`config.mk`:
```
export PLATFORM = sky130hd
export DESIGN_NAME = emissor_aposta
export DESIGN_NICKNAME = d
export VERILOG_FILES = /design/src/rtl/emissor_aposta.sv
export SDC_FILE = /design/constraint.sdc
export NUM_CORES = 1
export LEC_CHECK = 0
export ABC_AREA = 1
export BUFFER_PORTS_ARGS = -buffer_cell sky130_fd_sc_hd__buf_2
export CORE_MARGIN = 3
export CORE_UTILIZATION = 63
export CTS_CLUSTER_SIZE = 8
export DETAILED_ROUTE_END_ITERATION = 8
export PLACE_DENSITY = 0.86
export SETUP_SLACK_MARGIN = 0.02
export SLEW_MARGIN = 40
export SYNTH_ARGS = -nofsm -noshare
export SYNTH_HDL_FRONTEND = slang
export SYNTH_SLANG_ARGS = --single-unit
```
`constraint.sdc`:
```
create_clock -name clk -period 3.3 [get_ports clk]
set_input_delay 0.66 -clock clk [delete_from_list [all_inputs] [get_ports clk]]
set_output_delay 0.66 -clock clk [all_outputs]
set_load 0.02 [all_outputs]
```
`src/rtl/emissor_aposta.sv`:
```
// emissor_aposta: collects a five-digit bet from switches and transmits it to
// the game as a train of insert strobes. Each strobe is separated by GAP idle
// cycles, and a finish strobe follows the last digit.
//
// Optional feature: define QUICK_PICK_EN to add the qpick input. qpick fills
// all five slots with pseudo-random digits taken from a free-running 20-bit
// LFSR.
//
// Ports:
//   clk      rising-edge clock
//   reset    asynchronous, active-low reset
//   digit    bet digit from the switches (0..9 accepted)
//   load     store digit into the next free slot
//   send     start transmitting a complete (5-digit) bet
//   clear    abort any transmission and empty all slots
//   qpick    (QUICK_PICK_EN only) fill all slots from the LFSR
//   num      registered digit presented to the game
//   insert   one-cycle strobe marking num valid
//   finish   one-cycle strobe after the fifth digit
//   busy     high while transmitting
//   count    number of loaded slots, 0..5
//   HEX4..0  active-low 7-segment displays; HEX4 = slot0 ... HEX0 = slot4
module emissor_aposta #(
   parameter int unsigned GAP = 4
) (
   input  logic       clk,
   input  logic       reset,
   input  logic [3:0] digit,
   input  logic       load,
   input  logic       send,
   input  logic       clear,
`ifdef QUICK_PICK_EN
   input  logic       qpick,
`endif
   output logic [3:0] num,
   output logic       insert,
   output logic       finish,
   output logic       busy,
   output logic [2:0] count,
   output logic [6:0] HEX4,
   output logic [6:0] HEX3,
   output logic [6:0] HEX2,
   output logic [6:0] HEX1,
   output logic [6:0] HEX0
);

   localparam int unsigned SLOTS = 5;
   localparam int unsigned DW    = 4;
   localparam int unsigned CW    = 3;
   localparam int unsigned GW    = 4;
   localparam int unsigned SW    = 7;

   localparam logic [CW-1:0] FULL     = CW'(SLOTS);
   localparam logic [CW-1:0] LAST_IDX = CW'(SLOTS - 1);
   localparam logic [GW-1:0] GAP_INIT = GW'(GAP);
   localparam logic [DW-1:0] MAX_DIG  = DW'(9);
   localparam logic [SW-1:0] DASH     = 7'b0111111;

   typedef enum logic [2:0] {
      ST_IDLE,
      ST_SEND,
      ST_GAPW,
      ST_FIN,
      ST_DONE
   } state_t;

   state_t          state_q, state_d;
   logic [CW-1:0]   count_d;
   logic [CW-1:0]   idx_q, idx_d;
   logic [GW-1:0]   gap_q, gap_d;
   logic [DW-1:0]   slot_q [SLOTS];
   logic [DW-1:0]   slot_d [SLOTS];
   logic [SW-1:0]   hex_d  [SLOTS];

   // Active-low 7-segment encoding of a decimal digit.
   function automatic logic [SW-1:0] seg7(input logic [DW-1:0] d);
      logic [SW-1:0] s;
      case (d)
         4'd0:    s = 7'b1000000;
         4'd1:    s = 7'b1111001;
         4'd2:    s = 7'b0100100;
         4'd3:    s = 7'b0110000;
         4'd4:    s = 7'b0011001;
         4'd5:    s = 7'b0010010;
         4'd6:    s = 7'b0000010;
         4'd7:    s = 7'b1111000;
         4'd8:    s = 7'b0000000;
         4'd9:    s = 7'b0010000;
         default: s = DASH;
      endcase
      return s;
   endfunction

`ifdef QUICK_PICK_EN
   localparam int unsigned LW = 20;
   localparam logic [LW-1:0] LFSR_SEED = 20'h5A5A5;

   logic [LW-1:0] lfsr_q;

   // Fold a raw nibble into a decimal digit.
   function automatic logic [DW-1:0] reduce(input logic [DW-1:0] n);
      return (n >= 4'd10) ? DW'(n - 4'd10) : n;
   endfunction

   // Free-running Fibonacci LFSR, taps 20 and 17.
   always_ff @(posedge clk or negedge reset) begin
      if (!reset) lfsr_q <= LFSR_SEED;
      else        lfsr_q <= {lfsr_q[LW-2:0], lfsr_q[19] ^ lfsr_q[16]};
   end
`endif

   // Next-state logic: clear dominates, then per-state behaviour.
   always_comb begin
      state_d = state_q;
      count_d = count;
      idx_d   = idx_q;
      gap_d   = gap_q;
      slot_d  = slot_q;

      if (clear) begin
         state_d = ST_IDLE;
         count_d = '0;
         idx_d   = '0;
         gap_d   = '0;
         for (int i = 0; i < SLOTS; i++) slot_d[i] = '0;
      end else begin
         case (state_q)
            ST_IDLE, ST_DONE: begin
               // send only acts on a full bet, load only on a non-full one,
               // so a simultaneous load+send resolves on count before the edge.
               if (send && count == FULL) begin
                  state_d = ST_SEND;
                  idx_d   = '0;
               end
`ifdef QUICK_PICK_EN
               else if (qpick) begin
                  for (int i = 0; i < SLOTS; i++)
                     slot_d[i] = reduce(lfsr_q[4*i +: 4]);
                  count_d = FULL;
               end
`endif
               else if (load && count < FULL && digit <= MAX_DIG) begin
                  slot_d[count] = digit;
                  count_d       = CW'(count + 3'd1);
               end
            end
            ST_SEND: begin
               state_d = ST_GAPW;
               gap_d   = GAP_INIT;
            end
            ST_GAPW: begin
               if (gap_q <= 4'd1) begin
                  if (idx_q < LAST_IDX) begin
                     state_d = ST_SEND;
                     idx_d   = CW'(idx_q + 3'd1);
                  end else begin
                     state_d = ST_FIN;
                  end
               end else begin
                  gap_d = GW'(gap_q - 4'd1);
               end
            end
            ST_FIN:  state_d = ST_DONE;
            default: state_d = ST_IDLE;
         endcase
      end

      // Display follows the slot contents as they will be after this edge.
      for (int i = 0; i < SLOTS; i++)
         hex_d[i] = (CW'(i) < count_d) ? seg7(slot_d[i]) : DASH;
   end

   // Internal state registers.
   always_ff @(posedge clk or negedge reset) begin
      if (!reset) begin
         state_q <= ST_IDLE;
         idx_q   <= '0;
         gap_q   <= '0;
         for (int i = 0; i < SLOTS; i++) slot_q[i] <= '0;
      end else begin
         state_q <= state_d;
         idx_q   <= idx_d;
         gap_q   <= gap_d;
         for (int i = 0; i < SLOTS; i++) slot_q[i] <= slot_d[i];
      end
   end

   // Registered outputs, decoded from the next state so strobes line up
   // with the cycle the FSM is in.
   always_ff @(posedge clk or negedge reset) begin
      if (!reset) begin
         num    <= '0;
         insert <= 1'b0;
         finish <= 1'b0;
         busy   <= 1'b0;
         count  <= '0;
         HEX4   <= DASH;
         HEX3   <= DASH;
         HEX2   <= DASH;
         HEX1   <= DASH;
         HEX0   <= DASH;
      end else begin
         insert <= (state_d == ST_SEND);
         finish <= (state_d == ST_FIN);
         busy   <= (state_d == ST_SEND) || (state_d == ST_GAPW) ||
                   (state_d == ST_FIN);
         if (state_d == ST_SEND) num <= slot_d[idx_d];
         count  <= count_d;
         HEX4   <= hex_d[0];
         HEX3   <= hex_d[1];
         HEX2   <= hex_d[2];
         HEX1   <= hex_d[3];
         HEX0   <= hex_d[4];
      end
   end

endmodule

```
==> results of run 1 <==
cell families after synthesis:
kind of cell / Yosys count / synth area share [%]
xor gates and xnor gates: 3 / 0.7657
and+or+nand+nor: 242 / 29.88
adders and majority gates: 33 / 9.356
DFF: 75 / 43.38
buffers and inverters: 85 / 7.712
AOI/OAI and AO/OA: 59 / 8.903
cell type report:
class | count | area share, %
sequential | 75 | 38.28
tap | 93 | 2.327
multi-input combinational | 337 | 43.16
inverter | 80 | 6.055
clock buffer | 13 | 3.378
timing repair buffer | 55 | 5.904
clock inverter | 3 | 0.9007
cell usage after synthesis (2+ instances only):
library cell	number
sky130_fd_sc_hd__o21ai_1	13
sky130_fd_sc_hd__nor2_2	3
sky130_fd_sc_hd__nand3_1	52
sky130_fd_sc_hd__o21ai_2	2
sky130_fd_sc_hd__or2_2	4
sky130_fd_sc_hd__nor3_4	2
sky130_fd_sc_hd__inv_1	57
sky130_fd_sc_hd__buf_6	2
sky130_fd_sc_hd__ha_1	33
sky130_fd_sc_hd__a211oi_1	3
sky130_fd_sc_hd__a21oi_4	3
sky130_fd_sc_hd__nand3_2	9
sky130_fd_sc_hd__nand2_4	2
sky130_fd_sc_hd__a21oi_1	14
sky130_fd_sc_hd__nand2_2	14
sky130_fd_sc_hd__nor2_4	6
sky130_fd_sc_hd__o211ai_1	5
sky130_fd_sc_hd__o21ai_0	11
sky130_fd_sc_hd__nand4_1	10
sky130_fd_sc_hd__a21oi_2	4
sky130_fd_sc_hd__nor2_8	2
sky130_fd_sc_hd__xor2_1	2
sky130_fd_sc_hd__nand3_4	6
sky130_fd_sc_hd__nand2_1	112
sky130_fd_sc_hd__buf_2	3
sky130_fd_sc_hd__dfrtp_1	45
sky130_fd_sc_hd__inv_2	22
sky130_fd_sc_hd__dfstp_2	30
sky130_fd_sc_hd__nor2_1	17
per-stage QoR:
stage,instances,util [%]
6_report,656,76.15
5_1_grt,656,76.15
4_1_cts,656,76.11
3_5_place_dp,640,72.85
3_3_place_gp,640,72.85
2_1_floorplan,497,-
critical path, cell delays in order (launching register included):
cell	delay (ns)
sky130_fd_sc_hd__dfrtp_1	0.50
sky130_fd_sc_hd__inv_1	0.11
sky130_fd_sc_hd__ha_1	0.20
sky130_fd_sc_hd__nand2_1	0.16
sky130_fd_sc_hd__nor2_8	0.08
sky130_fd_sc_hd__nor2_4	0.19
sky130_fd_sc_hd__nand2_4	0.11
sky130_fd_sc_hd__nor2_4	0.12
sky130_fd_sc_hd__nand2_1	0.08
sky130_fd_sc_hd__nand3_2	0.14
sky130_fd_sc_hd__inv_1	0.12
sky130_fd_sc_hd__ha_1	0.22
sky130_fd_sc_hd__nor2_1	0.14
sky130_fd_sc_hd__a21oi_1	0.06
sky130_fd_sc_hd__o21ai_1	0.13
power by group through the flow:
stage	Combinational (mW)	Clock (mW)	Sequential, mW
after floorplan	0.203	0	1.09
after global placement	0.365	0	1.03
after detailed placement	0.377	0	1.03
after CTS	0.380	0.754	1.01
after global routing	0.423	0.793	1.02
final	0.380	0.739	1.01
metal layers:
metal | global-route usage [%] | share of wire, % | wire (µm) | vias up
met5 | 0 | 0 | 0 | -
met4 | 11.64 | 2.0 | 187 | 0
met3 | 4.197 | 6.0 | 554 | 14
met2 | 42.29 | 50 | 4607 | 120
met1 | 32.19 | 42 | 3893 | 1677
li1 | - | - | - | 1719
flip-flops by register name, indices dropped and copies added (netlist names):
name,cells
HEX1,7
insert,1
busy,1
HEX3,7
num,4
gap_q,4
count,3
HEX2,7
HEX4,7
state_q,3
finish,1
HEX0,7
slot_q,20
idx_q,3
worst paths after layout:
path                             from         end  depth (start not counted)  slack [ns]
min                             reset  state_q[1]                          1        0.25
min in group clk           state_q[2]  state_q[2]                          1        0.53
min reg2reg                state_q[2]  state_q[2]                          1        0.53
max reg2reg                  count[1]     HEX0[4]                         14        0.88
max in group asynchronous       reset     HEX4[3]                          2        2.43
max                          count[1]     HEX0[4]                         14        0.88
==> impl_metrics.env, run 1 <==
export IMPL_combPwrFrac_pct=17.8
export IMPL_cell_internal_pwr_mw=1.518
export IMPL_mappedNetlistArea_um2=4413
export IMPL_period_share_pct=73.40
export IMPL_start_util_pct=67.19
export IMPL_placementRows=29
export IMPL_cellLeakagePower_nw=2.553
export IMPL_cts_buffers=9
export IMPL_num_vias=3530
export IMPL_setup_tns_final_ns=0
export IMPL_number_of_nets_in_the_final_layout=600
export IMPL_power_net_switching_mw=0.6161
export IMPL_worstPathArrival_ns=2.70
export IMPL_antenna_found_initial=0
export IMPL_vdd_ir_drop_max_mv=0.2775
export IMPL_drc_errors=0
export IMPL_critical_path_class="flip-flop to flip-flop"
export IMPL_grt_remaining_overflow=0
export IMPL_drt_first_iter_violations=306
export IMPL_syn2layout_area_growth_pct=13.33
export IMPL_dieHeight_um=89.70
export IMPL_finalSetupViolCount=0
export IMPL_final_seq_area_um2=1914
export IMPL_power_share_switching_pct=28.87
export IMPL_cp_required_ns=3.58
export IMPL_wl_um=9243
export IMPL_sequential_fraction_of_the_synthesis_area_pct=43.38
export IMPL_cts_buffer_depth=2
export IMPL_slew_violations=0
export IMPL_number_of_synthesized_flops_with_an_enable_pin=0
export IMPL_worst_hold_slack_ns=0.2471
export IMPL_yosys_area_top_type="sky130_fd_sc_hd__dfrtp_1"
export IMPL_htree_levels=3
export IMPL_rsz_0062_raised_after_global_routing="false"
export IMPL_clock_sink_count=75
export IMPL_fp_dieW_um=89.70
export IMPL_number_of_warnings_reported_in_the_yosys_synthesis_log=0
export IMPL_detailed_route_wire_length_per_cell_um=14.09
export IMPL_synth_async_reset_ratio_pct=100.0
export IMPL_syn_mean_instance_area_um2=8.879
export IMPL_total_power_mw=2.134
export IMPL_die_area_um2=8045
export IMPL_max_clock_freq_mhz=412.9
export IMPL_ant_nets=0
export IMPL_ys_dominant_reg_cell="sky130_fd_sc_hd__dfrtp_1"
export IMPL_global_route_usage_total_pct=25.32
export IMPL_grt_pass1_vias=3382
export IMPL_mostFrequentLayoutCells="112 x sky130_fd_sc_hd__nand2_1, 57 x sky130_fd_sc_hd__inv_1, 52 x sky130_fd_sc_hd__nand3_1, 52 x sky130_fd_sc_hd__buf_2, 45 x sky130_fd_sc_hd__dfrtp_1"
export IMPL_post_cts_setup_buffer_count=0
export IMPL_clk_root_buffer_cell="sky130_fd_sc_hd__clkbuf_8"
export IMPL_post_synth_main_area_contributors="sky130_fd_sc_hd__dfrtp_1 26%, sky130_fd_sc_hd__dfstp_2 18%, sky130_fd_sc_hd__nand2_1 9.5%"
export IMPL_clk_latency_ns=0.35
export IMPL_critical_path_peak_fanout=7
export IMPL_ys_types=38
export IMPL_hpwlAfterDp_um=6959
export IMPL_clock_skew_ns=0.01134
export IMPL_syn_inst=497
export IMPL_fillerInstances=450
export IMPL_timing_final_ws_setup_ns=0.8778
export IMPL_timing_slew_headroom_pct=70.02
export IMPL_weighted_congestion_at_the_end_of_routability_driven_global_placement=0.8755
export IMPL_placedInstanceArea_um2=4785
export IMPL_stdcell_area_um2=5001
export IMPL_cts_resized=0
export IMPL_power_sequential_fraction_pct=47.5
export IMPL_largest_net_degree_at_the_start_of_global_routing=42
export IMPL_cap_violations=0
export IMPL_nets_in_the_synthesized_netlist=539
export IMPL_cts_clk_slew_worst_paths_ns=0.08
export IMPL_timing_hold_worst_class="input port to async pin"
export IMPL_timing_critical_path_from_type="flip-flop"
export IMPL_power_density_nw_per_um2=426.7
export IMPL_worst_slew_pin_transition_ns=0.4497
export IMPL_cts_hold_buffers_added=0
export IMPL_period_minus_slack_ns=2.422
export IMPL_ioPinCount=54
export IMPL_grt_pass1_wl_um=15570
export IMPL_tritoncts="built"
export IMPL_detail_route_vias_per_cell=5.381
export IMPL_finalHoldViolCount=0
export IMPL_antenna_cells=0
export IMPL_place_port_buffers=53
export IMPL_most_common_library_cell_in_the_layout_ignoring_fill_and_taps="sky130_fd_sc_hd__nand2_1"
export IMPL_netlist_area_leader_share_pct=25.52
export IMPL_drive_above_1_share_pct=32.68
export IMPL_coreArea_um2=6568
export IMPL_p_clk_share_pct=34.6
export IMPL_timing_critical_path_to_type="flip-flop"
export IMPL_outcome="finished, final reports clean"
export IMPL_place_worst_setup_slack_ns=0.6916
export IMPL_total_area_of_multi_input_combinational_cells_um2=2158
export IMPL_postSynthRegisterBits=75
export IMPL_drtPass1Iterations=5
Note: power is estimated with default switching activity, not from simulation.
==> run 2, diff against run 1 <==
--- a/config.mk
+++ b/config.mk
@@ -8,10 +8,10 @@
 export ABC_AREA = 1
 export BUFFER_PORTS_ARGS = -buffer_cell sky130_fd_sc_hd__buf_2
 export CORE_MARGIN = 3
-export CORE_UTILIZATION = 63
+export CORE_UTILIZATION = 53
 export CTS_CLUSTER_SIZE = 8
 export DETAILED_ROUTE_END_ITERATION = 8
-export PLACE_DENSITY = 0.86
+export PLACE_DENSITY = 0.77
 export SETUP_SLACK_MARGIN = 0.02
 export SLEW_MARGIN = 40
 export SYNTH_ARGS = -nofsm -noshare
==> constraint.sdc (replaced) <==
create_clock -name clk -period 2.2 [get_ports clk]
set_input_delay 0.44 -clock clk [delete_from_list [all_inputs] [get_ports clk]]
set_output_delay 0.44 -clock clk [all_outputs]
set_load 0.02 [all_outputs]
==> impl_metrics.env, run 2 (synthesis results as in run 1) <==
export IMPL_cell_internal_pwr_mw=2.262
export IMPL_critical_path_peak_fanout=10
export IMPL_cellLeakagePower_nw=2.773
export IMPL_critical_path_class="flip-flop to flip-flop"
export IMPL_largest_reg_flops=20
export IMPL_cp_required_ns=2.49
export IMPL_worstPathArrival_ns=2.43
export IMPL_worst_slew_pin_transition_ns=0.6572
export IMPL_max_clock_freq_mhz=467.7
export IMPL_ant_nets=0
export IMPL_power_sequential_fraction_pct=46.6
export IMPL_rsz_0062_raised_after_global_routing="true"
export IMPL_tritoncts="built"
export IMPL_global_route_peak_usage_layer="met2"
export IMPL_critical_path_reg2reg_startpoint="count[1]"
export IMPL_clk_root_buffer_cell="sky130_fd_sc_hd__clkbuf_8"
export IMPL_most_common_library_cell_in_the_layout_ignoring_fill_and_taps="sky130_fd_sc_hd__nand2_1"
export IMPL_drc_errors=0
export IMPL_grt_pass1_wl_um=17210
export IMPL_outcome="finished, final reports clean"
export IMPL_coreArea_um2=7888
export IMPL_ioPinCount=54
export IMPL_registers_top_by_ff_count="slot_q"
export IMPL_timing_final_ws_setup_ns=0.06178
export IMPL_clock_skew_ns=0.01035
export IMPL_period_minus_slack_ns=2.138
export IMPL_antenna_found_initial=0
export IMPL_reg2reg_depth=14
export IMPL_vdd_ir_drop_max_mv=0.3339
export IMPL_setup_tns_final_ns=0
export IMPL_p_clk_share_pct=31.8
export IMPL_die_area_um2=9458
export IMPL_antenna_cells=0
export IMPL_power_net_switching_mw=0.9995
export IMPL_weighted_congestion_at_the_end_of_routability_driven_global_placement=0.9299
export IMPL_wl_um=10720
export IMPL_finalHoldViolCount=0
export IMPL_dieHeight_um=97.25
export IMPL_place_port_buffers=53
export IMPL_cap_violations=0
export IMPL_mostFrequentLayoutCells="107 x sky130_fd_sc_hd__nand2_1, 53 x sky130_fd_sc_hd__buf_2, 48 x sky130_fd_sc_hd__buf_4"
export IMPL_detailed_route_wire_length_per_cell_um=14.97
export IMPL_clock_sink_count=75
export IMPL_global_route_usage_total_pct=22.16
export IMPL_htree_levels=3
export IMPL_place_worst_setup_slack_ns=-0.1651
export IMPL_syn2layout_area_growth_pct=26.40
export IMPL_cts_buffer_depth=2
export IMPL_ff2ff_setup_slack_ns=0.06
export IMPL_gr_usage_met2_pct=38.22
export IMPL_post_place_cells=686
export IMPL_finalSetupViolCount=0
export IMPL_cts_buffers=9
export IMPL_fillerInstances=587
export IMPL_drtPass1Iterations=5
export IMPL_use_met1_pct=28.10
export IMPL_detail_route_vias_per_cell=5.309
export IMPL_largest_net_degree_at_the_start_of_global_routing=76
export IMPL_timing_rr_end="HEX4[3]"
export IMPL_final_seq_area_um2=1918
export IMPL_grt_remaining_overflow=0
export IMPL_timing_critical_path_to_type="flip-flop"
export IMPL_timing_critical_path_from_type="flip-flop"
export IMPL_drt_first_iter_violations=223
export IMPL_grt_pass1_vias=3718
export IMPL_combPwrFrac_pct=21.6
export IMPL_power_share_switching_pct=30.64
export IMPL_cts_clk_slew_worst_paths_ns=0.08
export IMPL_global_route_usage_met3_pct=4.810
export IMPL_number_of_nets_in_the_final_layout=651
export IMPL_hpwlAfterDp_um=7647
export IMPL_placementRows=32
export IMPL_drive_above_1_share_pct=43.81
export IMPL_fp_dieW_um=97.25
export IMPL_total_area_of_multi_input_combinational_cells_um2=2338
export IMPL_period_share_pct=97.19
export IMPL_start_util_pct=55.95
export IMPL_postLayoutCoreUtil_pct=70.72
export IMPL_clk_latency_ns=0.35
export IMPL_timing_slew_headroom_pct=56.12
export IMPL_slew_violations=0
export IMPL_timing_hold_worst_class="input port to async pin"
export IMPL_final_instance_count_without_filler_cells=716
export IMPL_power_density_nw_per_um2=584.8
export IMPL_num_vias=3801
==> run 2: cell count changes in the layout (fill, tap and decap cells not counted), sizes merged <==
cell	previous run	this run
buf	55	106
clkbuf	13	11
clkinv	0	2
==> run 2: cell type report <==
cell class              instances  share of cell area (%)
multi-input cells             337                   41.92
flip-flops and latches         75                   34.39
repair buffers                106                   12.54
inverters                      80                   5.518
clock buffers                  11                   2.355
well taps                     102                   2.288
clock inverters                 5                  0.9870
==> run 2: worst max path at each step <==
| stage | endpoint | slack (ns) | depth (start not counted) | start |
|---|---|---|---|---|
| after global routing | HEX4[3] | -0.02 | 14 | count[1] |
| after global placement | HEX4[3] | -0.08 | 13 | count[1] |
| after detailed placement | HEX4[3] | -0.17 | 13 | count[1] |
| final | HEX4[3] | 0.06 | 14 | count[1] |
| after floorplan | HEX0[5] | 0.05 | 12 | count[0] |
| after CTS | HEX0[4] | 0.03 | 13 | count[1] |
==> run 2: power by group through the flow <==
| stage | Sequential (mW) | Combinational (mW) | Clock [mW] |
|---|---|---|---|
| after floorplan | 1.63 | 0.304 | 0 |
| after global placement | 1.54 | 0.605 | 0 |
| after detailed placement | 1.55 | 0.626 | 0 |
| after CTS | 1.52 | 0.644 | 1.05 |
| after global routing | 1.53 | 0.768 | 1.12 |
| final | 1.52 | 0.704 | 1.04 |
==> run 2: through the flow <==
| step | area (µm²) | power, mW | hold slack [ns] |
|---|---|---|---|
| 6_report | 5578 | 3.262 | 0.1135 |
| 5_1_grt | 5578 | 3.419 | 0.1216 |
| 4_1_cts | 5323 | 3.212 | 0.1163 |
| 3_5_place_dp | 5087 | 2.172 | 0.5035 |
| 3_3_place_gp | 5087 | 2.148 | 0.4986 |
| 2_1_floorplan | 4414 | 1.938 | 0.1444 |
==> run 2: worst max-delay path, cell delays in order, from the launching register on <==
cell	delay, ns
sky130_fd_sc_hd__dfrtp_2	0.43
sky130_fd_sc_hd__buf_6	0.13
sky130_fd_sc_hd__o21ai_4	0.15
sky130_fd_sc_hd__inv_2	0.06
sky130_fd_sc_hd__nor2_4	0.12
sky130_fd_sc_hd__buf_12	0.14
sky130_fd_sc_hd__buf_4	0.11
sky130_fd_sc_hd__nand4_1	0.11
sky130_fd_sc_hd__nand3_2	0.19
sky130_fd_sc_hd__inv_1	0.13
sky130_fd_sc_hd__ha_1	0.22
sky130_fd_sc_hd__nand2_1	0.09
sky130_fd_sc_hd__o21ai_1	0.07
sky130_fd_sc_hd__nand2_1	0.06
sky130_fd_sc_hd__nand2_1	0.05
==> run 2: repair_timing <==
action	CTS	global route
hold buffers	0	0
endpoints found under the setup margin	17	36
pin swaps	1	14
gates resized for setup	6	46
buffers inserted	3	11
cloned	0	0
==> run 2: layer usage <==
metal | up-vias | wire length (µm)
met2 | 114 | 5517
met3 | 20 | 618
li1 | 1828 | -
met4 | 0 | 152
met5 | - | 0
met1 | 1839 | 4432
